### config.mk
export PLATFORM = sky130hd
export DESIGN_NAME = regfile_scoreboard_flat
export DESIGN_NICKNAME = d
export VERILOG_FILES = /design/src/rtl/regfile_scoreboard_if.sv /design/src/rtl/regfile_scoreboard.sv /design/src/flat_wrapper.sv
export SDC_FILE = /design/constraint.sdc
export NUM_CORES = 2
export LEC_CHECK = 0
export CAP_MARGIN = 20
export CORE_ASPECT_RATIO = 1.5
export CORE_UTILIZATION = 35
export DETAILED_ROUTE_END_ITERATION = 10
export SYNTH_ARGS = -nofsm -noshare
export SYNTH_HDL_FRONTEND = slang
export SYNTH_SLANG_ARGS = --single-unit
### constraint.sdc
create_clock -name clk -period 8.5 [get_ports clk]
set_input_delay 1.7 -clock clk [delete_from_list [all_inputs] [get_ports clk]]
set_output_delay 1.7 -clock clk [all_outputs]
set_load 0.01 [all_outputs]
### src/rtl/regfile_scoreboard_if.sv
// Bundles the register file's read, write, issue and scoreboard signals.
// The slave side is the register file; the master side is the pipeline driving it.
interface regfile_scoreboard_if #(
  parameter int DATA_W   = 32,
  parameter int NUM_REGS = 32
);
  localparam int ADDR_W = $clog2(NUM_REGS);

  logic [ADDR_W-1:0] rs1_addr;
  logic [ADDR_W-1:0] rs2_addr;
  logic [DATA_W-1:0] rs1_data;
  logic [DATA_W-1:0] rs2_data;
  logic              rs1_busy;
  logic              rs2_busy;

  logic              wr0_en;
  logic [ADDR_W-1:0] wr0_addr;
  logic [DATA_W-1:0] wr0_data;
  logic              wr1_en;
  logic [ADDR_W-1:0] wr1_addr;
  logic [DATA_W-1:0] wr1_data;

  logic              iss_valid;
  logic [ADDR_W-1:0] iss_rd;
  logic              flush;
  logic [ADDR_W:0]   busy_cnt;

  modport slave (
    input  rs1_addr, rs2_addr,
    output rs1_data, rs2_data, rs1_busy, rs2_busy,
    input  wr0_en, wr0_addr, wr0_data,
    input  wr1_en, wr1_addr, wr1_data,
    input  iss_valid, iss_rd, flush,
    output busy_cnt
  );

  modport master (
    output rs1_addr, rs2_addr,
    input  rs1_data, rs2_data, rs1_busy, rs2_busy,
    output wr0_en, wr0_addr, wr0_data,
    output wr1_en, wr1_addr, wr1_data,
    output iss_valid, iss_rd, flush,
    input  busy_cnt
  );
endinterface

### src/rtl/regfile_scoreboard.sv
// Two-read/two-write register file with write-to-read bypass and a per-register
// pending-writer scoreboard (RAW hazard detection) with a registered busy count.
module regfile_scoreboard #(
  parameter int DATA_W   = 32,
  parameter int NUM_REGS = 32
) (
  input  logic                 clk,
  input  logic                 rst_ni,
  regfile_scoreboard_if.slave  rf
);
  localparam int ADDR_W = $clog2(NUM_REGS);

  logic [DATA_W-1:0]   regs_q [NUM_REGS];
  logic [DATA_W-1:0]   regs_d [NUM_REGS];
  logic [NUM_REGS-1:0] busy_q;
  logic [NUM_REGS-1:0] busy_d;
  logic [ADDR_W:0]     busy_cnt_q;
  logic [ADDR_W:0]     busy_cnt_d;

  logic wr0_hit;
  logic wr1_hit;

  function automatic logic [ADDR_W:0] popcount(input logic [NUM_REGS-1:0] v);
    logic [ADDR_W:0] c;
    c = '0;
    for (int i = 0; i < NUM_REGS; i++) begin
      c = c + {{ADDR_W{1'b0}}, v[i]};
    end
    return c;
  endfunction

  // Port 1 (load writeback) takes priority over port 0 on the bypass path.
  function automatic logic [DATA_W-1:0] read_mux(
    input logic [ADDR_W-1:0] a,
    input logic [DATA_W-1:0] stored,
    input logic              w0_en,
    input logic [ADDR_W-1:0] w0_addr,
    input logic [DATA_W-1:0] w0_data,
    input logic              w1_en,
    input logic [ADDR_W-1:0] w1_addr,
    input logic [DATA_W-1:0] w1_data
  );
    if (a == '0)                      return '0;
    else if (w1_en && w1_addr == a)   return w1_data;
    else if (w0_en && w0_addr == a)   return w0_data;
    else                              return stored;
  endfunction

  // A writer retiring this cycle resolves the hazard for the reader.
  function automatic logic read_busy(
    input logic [ADDR_W-1:0] a,
    input logic              busy_bit,
    input logic              w0_en,
    input logic [ADDR_W-1:0] w0_addr,
    input logic              w1_en,
    input logic [ADDR_W-1:0] w1_addr
  );
    return (a != '0) && busy_bit &&
           !(w0_en && w0_addr == a) && !(w1_en && w1_addr == a);
  endfunction

  assign wr0_hit = rf.wr0_en && (rf.wr0_addr != '0);
  assign wr1_hit = rf.wr1_en && (rf.wr1_addr != '0);

  always_comb begin
    regs_d = regs_q;
    if (wr0_hit) regs_d[rf.wr0_addr] = rf.wr0_data;
    if (wr1_hit) regs_d[rf.wr1_addr] = rf.wr1_data;
    regs_d[0] = '0;
  end

  // Clears first, then issue, then flush: later assignments take precedence.
  always_comb begin
    busy_d = busy_q;
    if (wr0_hit) busy_d[rf.wr0_addr] = 1'b0;
    if (wr1_hit) busy_d[rf.wr1_addr] = 1'b0;
    if (rf.iss_valid && rf.iss_rd != '0) busy_d[rf.iss_rd] = 1'b1;
    if (rf.flush) busy_d = '0;
    busy_d[0] = 1'b0;
    busy_cnt_d = popcount(busy_d);
  end

  always_ff @(posedge clk or negedge rst_ni) begin
    if (!rst_ni) begin
      for (int i = 0; i < NUM_REGS; i++) begin
        regs_q[i] <= '0;
      end
      busy_q     <= '0;
      busy_cnt_q <= '0;
    end else begin
      regs_q     <= regs_d;
      busy_q     <= busy_d;
      busy_cnt_q <= busy_cnt_d;
    end
  end

  assign rf.rs1_data = read_mux(rf.rs1_addr, regs_q[rf.rs1_addr],
                                rf.wr0_en, rf.wr0_addr, rf.wr0_data,
                                rf.wr1_en, rf.wr1_addr, rf.wr1_data);
  assign rf.rs2_data = read_mux(rf.rs2_addr, regs_q[rf.rs2_addr],
                                rf.wr0_en, rf.wr0_addr, rf.wr0_data,
                                rf.wr1_en, rf.wr1_addr, rf.wr1_data);
  assign rf.rs1_busy = read_busy(rf.rs1_addr, busy_q[rf.rs1_addr],
                                 rf.wr0_en, rf.wr0_addr, rf.wr1_en, rf.wr1_addr);
  assign rf.rs2_busy = read_busy(rf.rs2_addr, busy_q[rf.rs2_addr],
                                 rf.wr0_en, rf.wr0_addr, rf.wr1_en, rf.wr1_addr);
  assign rf.busy_cnt = busy_cnt_q;

endmodule

### src/flat_wrapper.sv
// flat-port wrapper written by rule: the top's interface ports become plain ports
module regfile_scoreboard_flat 
#(
  parameter int DATA_W   = 32,
  parameter int NUM_REGS = 32
)
  (clk, rst_ni, rf_rs1_addr, rf_rs2_addr, rf_rs1_data, rf_rs2_data, rf_rs1_busy, rf_rs2_busy, rf_wr0_en, rf_wr0_addr, rf_wr0_data, rf_wr1_en, rf_wr1_addr, rf_wr1_data, rf_iss_valid, rf_iss_rd, rf_flush, rf_busy_cnt);
  regfile_scoreboard_if #(.DATA_W(DATA_W), .NUM_REGS(NUM_REGS)) rf_i ();
  input  logic clk;
  input  logic rst_ni;
  input wire logic [$bits(rf_i.rs1_addr)-1:0] rf_rs1_addr;
  input wire logic [$bits(rf_i.rs2_addr)-1:0] rf_rs2_addr;
  output wire logic [$bits(rf_i.rs1_data)-1:0] rf_rs1_data;
  output wire logic [$bits(rf_i.rs2_data)-1:0] rf_rs2_data;
  output wire logic [$bits(rf_i.rs1_busy)-1:0] rf_rs1_busy;
  output wire logic [$bits(rf_i.rs2_busy)-1:0] rf_rs2_busy;
  input wire logic [$bits(rf_i.wr0_en)-1:0] rf_wr0_en;
  input wire logic [$bits(rf_i.wr0_addr)-1:0] rf_wr0_addr;
  input wire logic [$bits(rf_i.wr0_data)-1:0] rf_wr0_data;
  input wire logic [$bits(rf_i.wr1_en)-1:0] rf_wr1_en;
  input wire logic [$bits(rf_i.wr1_addr)-1:0] rf_wr1_addr;
  input wire logic [$bits(rf_i.wr1_data)-1:0] rf_wr1_data;
  input wire logic [$bits(rf_i.iss_valid)-1:0] rf_iss_valid;
  input wire logic [$bits(rf_i.iss_rd)-1:0] rf_iss_rd;
  input wire logic [$bits(rf_i.flush)-1:0] rf_flush;
  output wire logic [$bits(rf_i.busy_cnt)-1:0] rf_busy_cnt;
  assign rf_i.rs1_addr = rf_rs1_addr;
  assign rf_i.rs2_addr = rf_rs2_addr;
  assign rf_rs1_data = rf_i.rs1_data;
  assign rf_rs2_data = rf_i.rs2_data;
  assign rf_rs1_busy = rf_i.rs1_busy;
  assign rf_rs2_busy = rf_i.rs2_busy;
  assign rf_i.wr0_en = rf_wr0_en;
  assign rf_i.wr0_addr = rf_wr0_addr;
  assign rf_i.wr0_data = rf_wr0_data;
  assign rf_i.wr1_en = rf_wr1_en;
  assign rf_i.wr1_addr = rf_wr1_addr;
  assign rf_i.wr1_data = rf_wr1_data;
  assign rf_i.iss_valid = rf_iss_valid;
  assign rf_i.iss_rd = rf_iss_rd;
  assign rf_i.flush = rf_flush;
  assign rf_busy_cnt = rf_i.busy_cnt;
  regfile_scoreboard #(.DATA_W(DATA_W), .NUM_REGS(NUM_REGS)) u_core (.clk(clk), .rst_ni(rst_ni), .rf(rf_i));
endmodule
; Yosys cells after proc, flatten, opt, wreduce, memory -nomap -nowiden
; Index checks and enable logic that the tools add are counted.
[op_classes]
n_eq_ne = 4
bitwise = 9
addsub = 30
reduce_logical = 29
muxes = 34
n_lt_le_gt_ge = 14
[ops]
columns = operator, n
row1 = 1024-bit bitwise mux, 2
row2 = 1024-bit two-way mux, 1
row3 = 992-bit two-way mux, 1
row4 = 32-bit two-way mux, 16
row5 = 32-bit binary-select mux with 5-bit select, 2
row6 = 32-bit demux with 5-bit select, 2
row7 = 6-bit by 1-bit adder with 6-bit output, 29
row8 = 32-bit AND, 2
row9 = 32-bit NOT, 2
row10 = 32-bit bitwise OR, 1
row11 = "5-bit by 6-bit < comparator with 1-bit output, second input constant", 5
row12 = 5-bit nonzero test, 5
row13 = "6-bit greater-or-equal comparator, second input constant", 4
row14 = 5-bit NOT with 6-bit output, 4
row15 = 5-bit == test, 4
row16 = 1-bit logical AND, 18
row17 = 1-bit demux with 5-bit select, 3
row18 = "5-bit by 1-bit greater-or-equal comparator with 1-bit output, second input constant", 3
row19 = "6-bit by 1-bit < comparator with 1-bit output, second input constant", 2
row20 = 1-bit binary-select mux with 5-bit select, 2
row21 = 5-bit zero test, 2
row22 = 1-bit two-way mux, 5
row23 = 1-bit zero test, 4
row24 = 1-bit by 1-bit adder with 2-bit output, 1
[word_totals]
output_inout_bits = 72
reg_bits = 1029
wordCells = 153
input_bits = 95

; Depth between registers and ports, before layout
[depth]
depth_word = 42
ltp_mapped = 24
mapped_depth_nobuf = 22

; Worst setup path after synthesis
; Ideal clock, no wire load.
[synth_timing]
path_kind = input -> register
startpoint = in rf_wr0_addr[0]
endpoint = reg u_core.busy_cnt_q[4] (netlist: u_core.rf.busy_cnt[4])
arrival_ns = 7.196
setup_ns = 0.080
t_required_ns = 8.420
cell_stages = 21
path_buffers = 2
setup_slack_ns = 1.224
path_cell_list = buf_2 -> nand2b_1 -> nor2_1 -> nand2_1 -> buf_1 -> a32oi_1 -> nor2_1 -> ha_1 -> inv_1 -> fa_1 -> fa_1 -> fa_1 -> fa_1 -> fa_1 -> inv_1 -> fa_1 -> ha_1 -> fa_1 -> a21o_1 -> a21oi_1 -> xnor2_1
[synth_via]
elab_chain_cells = 42
elab_cells_between_ends = 45
classes_between = add/sub: 30 / order compare: 2 / mux: 6 / bitwise: 4 / reduce/logical: 3
[synth_lines]
columns = item, line
row1 = from (decl), flat_wrapper.sv:18  ; input wire logic [$bits(rf_i.wr0_addr)-1:0] rf_wr0_addr;
row2 = 5-bit by 6-bit < comparator with 1-bit output (implied by the code) / 5-bit by 1-bit greater-or-equal comparator with 1-bit output (equally long branches), regfile_scoreboard.sv:75  ; if (wr0_hit) busy_d[rf.wr0_addr] = 1'b0;
row3 = 1-bit logical AND (implied by the code), regfile_scoreboard.sv:75
row4 = 1-bit two-way mux (implied by the code), regfile_scoreboard.sv:75
row5 = 1-bit demux with 5-bit select, n/a
row6 = 32-bit NOT (no line), n/a
row7 = 32-bit AND (no line), n/a
row8 = 32-bit two-way mux (*), regfile_scoreboard.sv:75
row9 = 32-bit AND (no line), n/a
row10 = 32-bit two-way mux (*), regfile_scoreboard.sv:76  ; if (wr1_hit) busy_d[rf.wr1_addr] = 1'b0;
row11 = 32-bit bitwise OR (no line), n/a
row12 = 32-bit two-way mux (*), regfile_scoreboard.sv:77  ; if (rf.iss_valid && rf.iss_rd != '0) busy_d[rf.iss_rd] = 1'b1;
row13 = 32-bit two-way mux (*), regfile_scoreboard.sv:78  ; if (rf.flush) busy_d = '0;
row14 = named net u_core.busy_d[2], regfile_scoreboard.sv:16  ; logic [NUM_REGS-1:0] busy_d;
row15 = 1-bit by 1-bit adder with 2-bit output (*), regfile_scoreboard.sv:27  ; c = c + {{ADDR_W{1'b0}}, v[i]};
row16 = 6-bit by 1-bit adder with 6-bit output (*) (29 in a row), regfile_scoreboard.sv:27
row17 = named net u_core.busy_cnt_d[4], regfile_scoreboard.sv:18  ; logic [ADDR_W:0] busy_cnt_d;
row18 = to (signal assigned), regfile_scoreboard.sv:93  ; busy_cnt_q <= busy_cnt_d;
row19 = to (decl), regfile_scoreboard.sv:17  ; logic [ADDR_W:0] busy_cnt_q;
; The timed path passes the listed nets; every way through them passes the cells marked *.

; Final worst setup path
[layout_timing]
startpoint = in rf_rs2_addr[1]
endpoint = out rf_rs2_data[31]
[layout_via]
elab_chain_cells = 7
elab_cells_between_ends = 12
classes_between = eq/ne: 2 / mux: 6 / bitwise: 1 / reduce/logical: 3
[layout_lines]
columns = item, line
row1 = from (decl), flat_wrapper.sv:12  ; input wire logic [$bits(rf_i.rs2_addr)-1:0] rf_rs2_addr;
row2 = 5-bit NOT with 6-bit output (implied by the code), regfile_scoreboard.sv:100  ; assign rf.rs2_data = read_mux(rf.rs2_addr, regs_q[rf.rs2_addr],
row3 = 32-bit binary-select mux with 5-bit select, regfile_scoreboard.sv:100
row4 = 32-bit two-way mux (implied by the code) (2 in a row), regfile_scoreboard.sv:100
row5 = 32-bit two-way mux, regfile_scoreboard.sv:45  ; else if (w0_en && w0_addr == a) return w0_data;
row6 = 32-bit two-way mux, regfile_scoreboard.sv:44  ; else if (w1_en && w1_addr == a) return w1_data;
row7 = 32-bit two-way mux (*), regfile_scoreboard.sv:43  ; if (a == '0) return '0;
row8 = to (decl), flat_wrapper.sv:14  ; output wire logic [$bits(rf_i.rs2_data)-1:0] rf_rs2_data;
; Mark *: on every way between the ends. The rest lies on a longest branch, timed or not. The select of a mux whose other input is x is not followed.

==> out/results.ini <==
[status]
status=complete, no violations

[yosys]
seq_area_frac_synth=0.382
synth_cell_types=58
ys_async_sr_fraction=1.00
synth.ff_latch_count=1029
synth_ff_type=dfrtp_1
syn_area_per_cell_um2=9.56
syn_inst=7047
yosys_warnings=0
syn_nets=7174
synthesis.area_um2=67400
synth_edf_count=0

[setup_path]
crit_arrival_ps=5760
slowest_stage=a311oi_1
crit_path_max_fanout=30
worstPathCellList=buf_6 > buf_4 > nor2b_4 > buf_4 > a22oi_1 > a311oi_1 > o41ai_1 > clkdlybuf4s50_1
required_ps=6800
critPathMostFrequentCell=buf_4
path_class=in -> out
cp-end-kind=output pin
critical-path-max-stage-delay_ps=1080
cp-start-kind=input port

[cts]
cts_tree=yes
post_cts_resized=0
post_cts_buffers=0
cts_buffer_depth=3
clk_pin_slew_ps=60
cts_hold_buf=0
cts_sinks=1029
clk_latency_ps=770
cts_buffers=111
cts_root_buffer=clkbuf_16
htree_levels=3

[timing]
drv_slew=0
hold_violations=0
fmax_mhz=134
fin_crit_ps=7460
rsz0062_at_grt=false
setup_viol=0
min_period_over_period=0.877
finClkSkew_ps=19.9
holdWs_ps=573
worst_pin_slew_ps=1330
max-slew-margin-rel=0.111
fin_tns_setup_ps=0

[pwr]
power.total_mw=16.7
power_density_nw_per_um2=223
vdd_drop_max_mv=0.186
leakagePower_nw=33.3

[place]
place_area_um2=70900
port-buffer-count=166
dp_hpwl_mm=169
place_congestion=1.00

[finish]
n_fill_cell=18700
finalNetCount=6860
syn2layout_area_growth_pct=10.7
drive_gt1_frac=0.113
stdcell_area_um2=74600

[drt]
drt-total-wl_mm=292
wire_per_inst_um=31.4
drtIter0Drc=7412
drc=0
vias_per_cell=6.32
ant_nets=0
drt_first_pass_iters=7
vias=58800

[global_route]
grt_overflow=0
gr-usage-all-layers=0.291
grtUsageMet2=0.449
grt_first_pass_wirelength_mm=414
grt-busiest-layer=met2
grt_max_degree=172
use_met3=0.0683
antenna_found_initial=19
grt_pass1_vias=57600
grt_use_met1=0.350

[run]
max_cap_violations=0

[die]
initial_core_util=0.353
die_w_um=360
rows=196
core_area_um2=191000
die-area_um2=194000
ios=167
die_h_um=539

[hold_path]
hold_path_class=reg -> reg

## flip-flops by register name, summed over array words and instances, names as in the netlist
name and flops:
u_core.busy_q 31, u_core.regs_q 992, u_core.rf.busy_cnt 6
## worst paths after layout
path / from / endpoint / slack [ps] / cells after the start
setup / recovery: rf_rs2_addr[1] / rf_rs2_data[31] / 1040 / 8
hold / removal: u_core.regs_q[886]$_DFF_PN0_ / u_core.regs_q[886]$_DFF_PN0_ / 570 / 2
setup reg to reg: u_core.busy_q[2]$_DFF_PN0_ / u_core.rf.busy_cnt[4]$_DFF_PN0_ / 3280 / 16
hold reg to reg: u_core.regs_q[886]$_DFF_PN0_ / u_core.regs_q[886]$_DFF_PN0_ / 570 / 2
max in group asynchronous: rst_ni / u_core.regs_q[9]$_DFF_PN0_ / 5550 / 3
min in group asynchronous: rst_ni / u_core.regs_q[831]$_DFF_PN0_ / 1010 / 1
## critical path: cells and delay by family
family	cells	cell delay [ps]
AND/OR/NAND/NOR	1	760
AO/OA/AOI/OAI	3	1600
buffers and inverters	4	1610
## routing by layer
| layer | vias up | routed length, um |
|---|---|---|
| li1 | 24900 | - |
| met5 | - | 121 |
| met3 | 1126 | 29200 |
| met4 | 18 | 24800 |
| met2 | 3721 | 130000 |
| met1 | 29000 | 108000 |
## cell type report
type,instances,area (um^2),share of cell area
antenna,6,15.0,0.000201
clock buffer,168,3310,0.0443
clock inverter,30,324,0.00434
inverter,34,128,0.00171
multi-input combinational,5105,38000,0.509
sequential,1029,25700,0.345
tap,2475,3100,0.0415
timing repair buffer,452,4050,0.0543
## report_power, final
part	internal [mW]	switching, mW	leakage, nW	total, mW
sequential	6.18	1.03	12.5	7.20
clock	2.84	2.18	1.79	5.03
combinational	2.11	2.33	19.0	4.44
total	11.1	5.54	33.3	16.7
## cells in the final DEF (no fill, tap or decap), types with 9 or more instances in the layout
cell type        netlist  final
fa_1                  23     23
clkinv_2               0     19
dfrtp_1             1029   1029
mux2_2                66     66
xnor2_1               16     16
o21ai_0              329    329
clkbuf_16              0    114
buf_4                 64    256
o22ai_1              258    258
a21oi_1              597    596
a311oi_1              64     62
mux2i_1             1572   1572
nor2_4                 0     12
o41ai_1               59     59
a2bb2oi_1             12     12
nand2_4                0     13
buf_12                 3     22
nor3_1               202    195
a32oi_1              104    104
clkdlybuf4s50_1        0    155
nand2b_1              86     77
nor2b_1               78     74
nand2_2                0     25
clkbuf_1             541     29
nand3_1               12     11
nand2_1              515    477
a21o_1                19     19
inv_1                 33     33
clkbuf_8               0     25
ha_1                   9      9
nand3b_1              14     14
a221oi_1              66     66
a22oi_1               65     65
o21ai_1               63     63
nor2_1               647    635
buf_2                133     13
a31oi_1               23     23
mux4_2               142    142
## Yosys cell counts (all sizes together), types with 5 or more instances
master / instances / area share
o41ai: 62 / 0.0084
a31oi: 23 / 0.0021
a311oi: 64 / 0.0083
a21oi: 598 / 0.044
buf: 337 / 0.029
dfrtp: 1029 / 0.38
mux2i: 1572 / 0.23
xnor2: 16 / 0.0021
a21o: 19 / 0.0021
nor3: 209 / 0.016
nor2b: 78 / 0.0072
o22ai: 258 / 0.024
inv: 34 / 0.0019
mux2: 66 / 0.011
a221oi: 66 / 0.0086
fa: 23 / 0.0068
nor4: 5 / 0.00065
a32oi: 104 / 0.014
and2: 11 / 0.0010
nand3: 12 / 0.00089
a22oi: 65 / 0.0072
a2bb2oi: 12 / 0.0016
nor2: 647 / 0.036
clkbuf: 542 / 0.030
nand2b: 86 / 0.0080
mux4: 142 / 0.047
o21ai: 392 / 0.029
nand2: 515 / 0.029
ha: 9 / 0.0017
nand3b: 14 / 0.0016
xor2: 7 / 0.00091
## cell families after synthesis
logic type                 Yosys count  share of synthesized area
AOI/OAI and AO/OA                 1674                      0.151
xor gates and xnor gates            23                    0.00299
adders and majority gates           32                    0.00850
buffers and inverters              913                     0.0615
DFF                               1029                      0.382
muxes                             1780                      0.292
and+or+nand+nor                   1596                      0.102
## through the flow
step | setup slack, ps | instances | util
finish | 1040 | 9299 | 0.391
global route | 946 | 9295 | 0.391
CTS | 1140 | 9283 | 0.391
detailed placement | 484 | 9085 | 0.372
global placement | 442 | 9082 | 0.372
floorplan | 1220 | 7047 | -
No activity file was read; power rests on OpenSTA's default activity.
